<file path="src/rtl/voice_allocator.sv">
// Polyphonic voice allocator: maps MIDI note-on/off requests onto voice slots with
// same-key retrigger, round-robin free-voice search and oldest-voice stealing.
module voice_allocator #(
  parameter int VOICES  = 32,
  parameter int V_WIDTH = $clog2(VOICES)
) (
  input  logic               reg_clk,
  input  logic               reset_reg_N,
  input  logic               on_req,
  input  logic               off_req,
  input  logic [7:0]         req_key,
  input  logic [7:0]         req_vel,
  output logic               req_ack,
  output logic               busy,
  input  logic [VOICES-1:0]  voice_free,
  output logic [VOICES-1:0]  keys_on,
  output logic               note_on,
  output logic [V_WIDTH-1:0] cur_key_adr,
  output logic [7:0]         cur_key_val,
  output logic [7:0]         cur_vel_on,
  output logic [7:0]         cur_vel_off,
  output logic [V_WIDTH:0]   active_keys,
  output logic               steal
);

  localparam logic [V_WIDTH-1:0] LAST_IDX = V_WIDTH'(VOICES - 1);

  typedef enum logic [1:0] {IDLE, SCAN, ISSUE} state_t;

  state_t state_q, state_d;

  logic               op_off_q;
  logic [7:0]         key_q;
  logic [7:0]         vel_q;
  logic [V_WIDTH-1:0] scan_idx_q;
  logic [V_WIDTH-1:0] scan_cnt_q;
  logic [V_WIDTH-1:0] rr_ptr_q;
  logic [7:0]         key_mem [VOICES];
  logic [V_WIDTH-1:0] age_mem [VOICES];

  logic               match_vld_q, match_vld_d;
  logic [V_WIDTH-1:0] match_idx_q, match_idx_d;
  logic               free_vld_q, free_vld_d;
  logic [V_WIDTH-1:0] free_idx_q, free_idx_d;
  logic [V_WIDTH-1:0] best_age_q, best_age_d;
  logic [V_WIDTH-1:0] best_idx_q, best_idx_d;

  logic               accept;
  logic               last_scan;
  logic [V_WIDTH-1:0] alloc_idx;
  logic               alloc_steal;

  function automatic logic [V_WIDTH-1:0] sat_inc(input logic [V_WIDTH-1:0] a);
    sat_inc = (a == LAST_IDX) ? a : a + 1'b1;
  endfunction

  function automatic logic [V_WIDTH-1:0] wrap_inc(input logic [V_WIDTH-1:0] a);
    wrap_inc = (a == LAST_IDX) ? '0 : a + 1'b1;
  endfunction

  function automatic logic [V_WIDTH:0] popcount(input logic [VOICES-1:0] v);
    popcount = '0;
    for (int i = 0; i < VOICES; i++) popcount = popcount + (V_WIDTH+1)'(v[i]);
  endfunction

  assign busy      = (state_q != IDLE);
  assign accept    = (state_q == IDLE) && (on_req || off_req);
  assign last_scan = (state_q == SCAN) && (scan_cnt_q == LAST_IDX);

  always_comb begin
    state_d = state_q;
    case (state_q)
      IDLE:    if (on_req || off_req) state_d = SCAN;
      SCAN:    if (scan_cnt_q == LAST_IDX) state_d = ISSUE;
      ISSUE:   state_d = IDLE;
      default: state_d = IDLE;
    endcase
  end

  // Per-voice scan step: the current voice is folded into the running candidates,
  // so on the last scan cycle the *_d values already cover every voice.
  always_comb begin
    match_vld_d = match_vld_q;
    match_idx_d = match_idx_q;
    free_vld_d  = free_vld_q;
    free_idx_d  = free_idx_q;
    best_age_d  = best_age_q;
    best_idx_d  = best_idx_q;
    if (state_q == SCAN) begin
      if (!match_vld_q && keys_on[scan_idx_q] && (key_mem[scan_idx_q] == key_q)) begin
        match_vld_d = 1'b1;
        match_idx_d = scan_idx_q;
      end
      if (!free_vld_q && voice_free[scan_idx_q] && !keys_on[scan_idx_q]) begin
        free_vld_d = 1'b1;
        free_idx_d = scan_idx_q;
      end
      if ((scan_cnt_q == '0) || (age_mem[scan_idx_q] > best_age_q)) begin
        best_age_d = age_mem[scan_idx_q];
        best_idx_d = scan_idx_q;
      end
    end
  end

  always_comb begin
    alloc_idx   = best_idx_d;
    alloc_steal = 1'b1;
    if (match_vld_d) begin
      alloc_idx   = match_idx_d;
      alloc_steal = 1'b0;
    end else if (free_vld_d) begin
      alloc_idx   = free_idx_d;
      alloc_steal = 1'b0;
    end
  end

  always_ff @(posedge reg_clk or negedge reset_reg_N) begin
    if (!reset_reg_N) begin
      state_q     <= IDLE;
      op_off_q    <= 1'b0;
      key_q       <= '0;
      vel_q       <= '0;
      scan_idx_q  <= '0;
      scan_cnt_q  <= '0;
      rr_ptr_q    <= '0;
      match_vld_q <= 1'b0;
      match_idx_q <= '0;
      free_vld_q  <= 1'b0;
      free_idx_q  <= '0;
      best_age_q  <= '0;
      best_idx_q  <= '0;
      req_ack     <= 1'b0;
      note_on     <= 1'b0;
      steal       <= 1'b0;
      keys_on     <= '0;
      cur_key_adr <= '0;
      cur_key_val <= '0;
      cur_vel_on  <= '0;
      cur_vel_off <= '0;
      active_keys <= '0;
      for (int i = 0; i < VOICES; i++) begin
        key_mem[i] <= '0;
        age_mem[i] <= '0;
      end
    end else begin
      state_q     <= state_d;
      req_ack     <= 1'b0;
      note_on     <= 1'b0;
      steal       <= 1'b0;
      active_keys <= popcount(keys_on);
      match_vld_q <= match_vld_d;
      match_idx_q <= match_idx_d;
      free_vld_q  <= free_vld_d;
      free_idx_q  <= free_idx_d;
      best_age_q  <= best_age_d;
      best_idx_q  <= best_idx_d;

      if (accept) begin
        op_off_q    <= off_req;
        key_q       <= req_key;
        vel_q       <= req_vel;
        scan_idx_q  <= rr_ptr_q;
        scan_cnt_q  <= '0;
        match_vld_q <= 1'b0;
        free_vld_q  <= 1'b0;
      end

      if (state_q == SCAN) begin
        scan_idx_q <= wrap_inc(scan_idx_q);
        scan_cnt_q <= scan_cnt_q + 1'b1;
      end

      // Commit on the edge into ISSUE so results are visible during the ack cycle.
      if (last_scan) begin
        req_ack <= 1'b1;
        if (!op_off_q) begin
          keys_on[alloc_idx]  <= 1'b1;
          note_on             <= 1'b1;
          steal               <= alloc_steal;
          cur_key_adr         <= alloc_idx;
          cur_key_val         <= key_q;
          cur_vel_on          <= vel_q;
          key_mem[alloc_idx]  <= key_q;
          rr_ptr_q            <= wrap_inc(alloc_idx);
          for (int i = 0; i < VOICES; i++) begin
            age_mem[i] <= (V_WIDTH'(i) == alloc_idx) ? '0 : sat_inc(age_mem[i]);
          end
        end else if (match_vld_d) begin
          keys_on[match_idx_d] <= 1'b0;
          cur_key_adr          <= match_idx_d;
          cur_vel_off          <= vel_q;
        end
      end
    end
  end

endmodule

</file>
<file path="config.mk">
export PLATFORM = sky130hd
export DESIGN_NAME = voice_allocator
export DESIGN_NICKNAME = d
export VERILOG_FILES = /design/src/rtl/voice_allocator.sv
export SDC_FILE = /design/constraint.sdc
export NUM_CORES = 1
export LEC_CHECK = 0
export CAP_MARGIN = 20
export CORE_AREA = 2 2 316 318
export DETAILED_ROUTE_END_ITERATION = 8
export DIE_AREA = 0 0 318 320
export PLACE_DENSITY = 0.44
export SETUP_SLACK_MARGIN = 0.05
export SYNTH_ARGS = -nofsm -noshare
export SYNTH_HDL_FRONTEND = slang
export SYNTH_SLANG_ARGS = --single-unit
</file>
<file path="constraint.sdc">
create_clock -name reg_clk -period 9.2 [get_ports reg_clk]
set_clock_uncertainty 0.15 [all_clocks]
set_input_delay 1.84 -clock reg_clk [delete_from_list [all_inputs] [get_ports reg_clk]]
set_output_delay 1.84 -clock reg_clk [all_outputs]
set_load 0.02 [all_outputs]
</file>
==> results by group <==
Run
  – Max-Cap Viols: 0

Clocking
  – Resized Gates After CTS: 0
  – Post-CTS Setup Bufs: 0
  – Worst skew pair latency: 0.63 ns
  – CTS Hold Buffers Added: 0
  – CTS tree: built
  – Clock sink count: 542
  – Num CTS Buffers: 67
  – H-tree Lvls: 3
  – CTS max path bufs: 3
  – Reg clk slew, reported paths: 0.06 ns
  – Root Buffer: clkbuf_16

Timing
  – RSZ-0062 raised after global routing: no
  – Count of final hold-check violations: 0
  – Minimum clock period: 7.246 ns
  – FMAX: 138.0 MHz
  – Final period utilization: 0.7877
  – Final setup fails: 0
  – Max Slew Vio Count: 0
  – Setup total negative slack: 0 ns
  – Worst slew pin tran: 1.142 ns
  – Slew HR: 0.2367

Floorplan
  – Initial core utilization: 0.2894
  – Die Width: 318 um
  – Core area: 0.09799 mm^2
  – Ports: 123
  – Chip height: 320 um
  – Die area: 0.1018 mm^2
  – # rows: 115

Place
  – Routability Congestion: 0.8193
  – Post-DP Area: 0.03096 mm^2
  – Post-DP HPWL: 62090 um
  – Cells after DPL: 3632
  – IO buf count: 122

Final layout
  – Fin area: 0.03326 mm^2
  – Final net count: 2579
  – Layout cells sized above 1: 0.2412
  – Area growth from synthesis to layout: 17.29%
  – Most frequent cells in the layout: dfrtp_1, mux2_2, nand2_1, nor2_1, clkdlybuf4s50_1
  – Multi-input logic area: 0.01377 mm^2
  – Most common cell after layout, fill and taps aside: dfrtp_1
  – Storage cell area: 0.01357 mm^2
  – Fill count: 9651
  – Non-filler cells, final: 3755

Yosys
  – Yosys warns: 0
  – Synth async-reset ratio: 1.000
  – Yosys cell types: 69
  – Area leader, netlist: dfrtp_1
  – Syn nets: 2501
  – Post-Syn Instances: 2338
  – Cell Area, Synth: 0.02835 mm^2
  – Post-synth EDFFs: 0
  – Post-synth top area share: 0.4783
  – Top_reg_cell synth: dfrtp_1
  – Ranking of synthesized cells by area: dfrtp_1, mux2_2, mux4_2
  – Post-Synthesis Mean Instance Area: 12.13 um^2
  – Seq cells post-synth: 542
  – Seq/Total Area, Yosys: 0.4783

Routing
  – DR vias/cell: 5.111
  – Post-Route WL: 90520 um
  – DR WL/cell: 24.11 um
  – Via Count: 19.19k
  – DRC viols: 0
  – DRT Pass-1 Iters: 8
  – DR iter-0 viols: 1221
  – ANT nets after route: 0

Worst setup path
  – R2R Setup Slk: 1.95 ns
  – WP data required: 9.53 ns
  – Reg-to-reg startpoint: scan_idx_q[1]
  – Worst setup path end: key_mem[187]
  – Reg2reg end: key_mem[187]
  – Reg2Reg Depth: 18
  – Worst Setup SP: scan_idx_q[1]
  – Crit Path Category: reg -> reg
  – Crit end category: register
  – Arr. time, crit path: 7.58 ns
  – CP Launch Type: register
  – CP max FO: 55

GRT
  – Largest net degree at the start of global routing: 166
  – Initial antenna violation count: 1
  – M3 GR Usage: 0.02590
  – Vias in the first global route: 20.13k
  – GR Util met1: 0.2439
  – GR Util met2: 0.2922
  – Grt ovf: 0
  – First-pass GRT wire length: 136000 um
  – Tot GR Track Use: 0.1784
  – GR peak layer: met2

Power and ir drop
  – Leak pwr: 0.01397 uW
  – Pwr Total: 9314 uW
  – PwrDens: 280.1 mW/mm^2
  – Peak supply drop: 0.1778 mV

Worst hold path
  – Hold Crit Class: reg -> reg

Outcome
  – Outcome: finished, final reports clean
==> flip-flops by register name, indices dropped and copies added, names as in the netlist, 6 cells and up <==
signal / flops
age_mem: 160
vel_q: 8
cur_vel_on: 8
cur_vel_off: 8
active_keys: 6
keys_on: 32
cur_key_val: 8
key_q: 8
key_mem: 256
==> synth_stat cells, drive strengths merged, types with 33 or more instances <==
cell type / count
mux4: 106
a21oi: 66
mux2: 302
dfrtp: 542
o21ai: 94
clkbuf: 67
ha: 87
nor3: 35
xor2: 66
inv: 68
buf: 97
nor2: 128
nand2: 217
xnor2: 36
nand4: 33
and3: 44
mux2i: 87
==> power by group <==
group	switching, uW	internal [uW]	leakage (uW)
Sequential	443	2690	0.00648
Combinational	2140	1330	0.00638
Clock	1070	1630	0.00111
Total	3660	5660	0.0140
==> kinds of logic after synthesis <==
group,share of synthesized area
compound gates,0.07157
xor+xnor,0.03151
fa+ha+maj,0.05533
buf+inv,0.03654
flops,0.4783
mux,0.2348
simple gates,0.09187
==> critical path, stage by stage (launching register included) <==
cell and delay, ns:
dfrtp_4 0.86, buf_12 0.44, mux4_2 0.40, mux4_2 0.53
nand2_1 0.11, nand2_1 0.09, ha_1 0.32, a211oi_1 0.32
a21oi_1 0.14, o21ai_1 0.14, buf_4 0.23, mux2_2 0.37
mux2_2 0.27, o31ai_1 0.24, a22o_1 0.25, ha_1 0.19
and2_1 0.44, nand3_1 0.94, mux2_2 0.60
==> stage by stage <==
stage | utilization | worst slack, ns | hold WS (ns)
final | 0.3394 | 1.954 | 0.3262
after global routing | 0.3394 | 1.694 | 0.3482
after CTS | 0.3388 | 1.896 | 0.3283
after detailed placement | 0.3160 | 1.785 | 0.3119
after global placement | 0.3150 | 1.785 | 0.3068
after floorplan | - | 2.666 | 0.2896
==> layer usage <==
layer | vias to the layer above | share of wire
met4 | 0 | 0.025
met3 | 121 | 0.041
met2 | 439 | 0.47
li1 | 8564 | -
met5 | - | 0
met1 | 10067 | 0.46
==> cell type report <==
cell class,count,area share
flip-flops and latches,542,0.4082
clock buffers,100,0.06083
well taps,1287,0.04842
diodes,1,0.00007524
multi-input cells,1562,0.4141
inverters,70,0.007900
repair buffers,173,0.05410
clock inverters,20,0.006433
==> worst min path at each step <==
| stage | cells past startpoint | endpoint | from | slack (ns) |
|---|---|---|---|---|
| 6_report | 2 | cur_vel_on[5] | cur_vel_on[5] | 0.33 |
| 5_1_grt | 2 | cur_vel_on[5] | cur_vel_on[5] | 0.35 |
| 4_1_cts | 2 | cur_vel_on[5] | cur_vel_on[5] | 0.33 |
| 3_5_place_dp | 2 | cur_key_val[2] | cur_key_val[2] | 0.31 |
| 3_3_place_gp | 2 | rr_ptr_q[1] | rr_ptr_q[1] | 0.31 |
| 2_1_floorplan | 2 | rr_ptr_q[1] | rr_ptr_q[1] | 0.29 |
No activity file was read; power rests on OpenSTA's default activity.
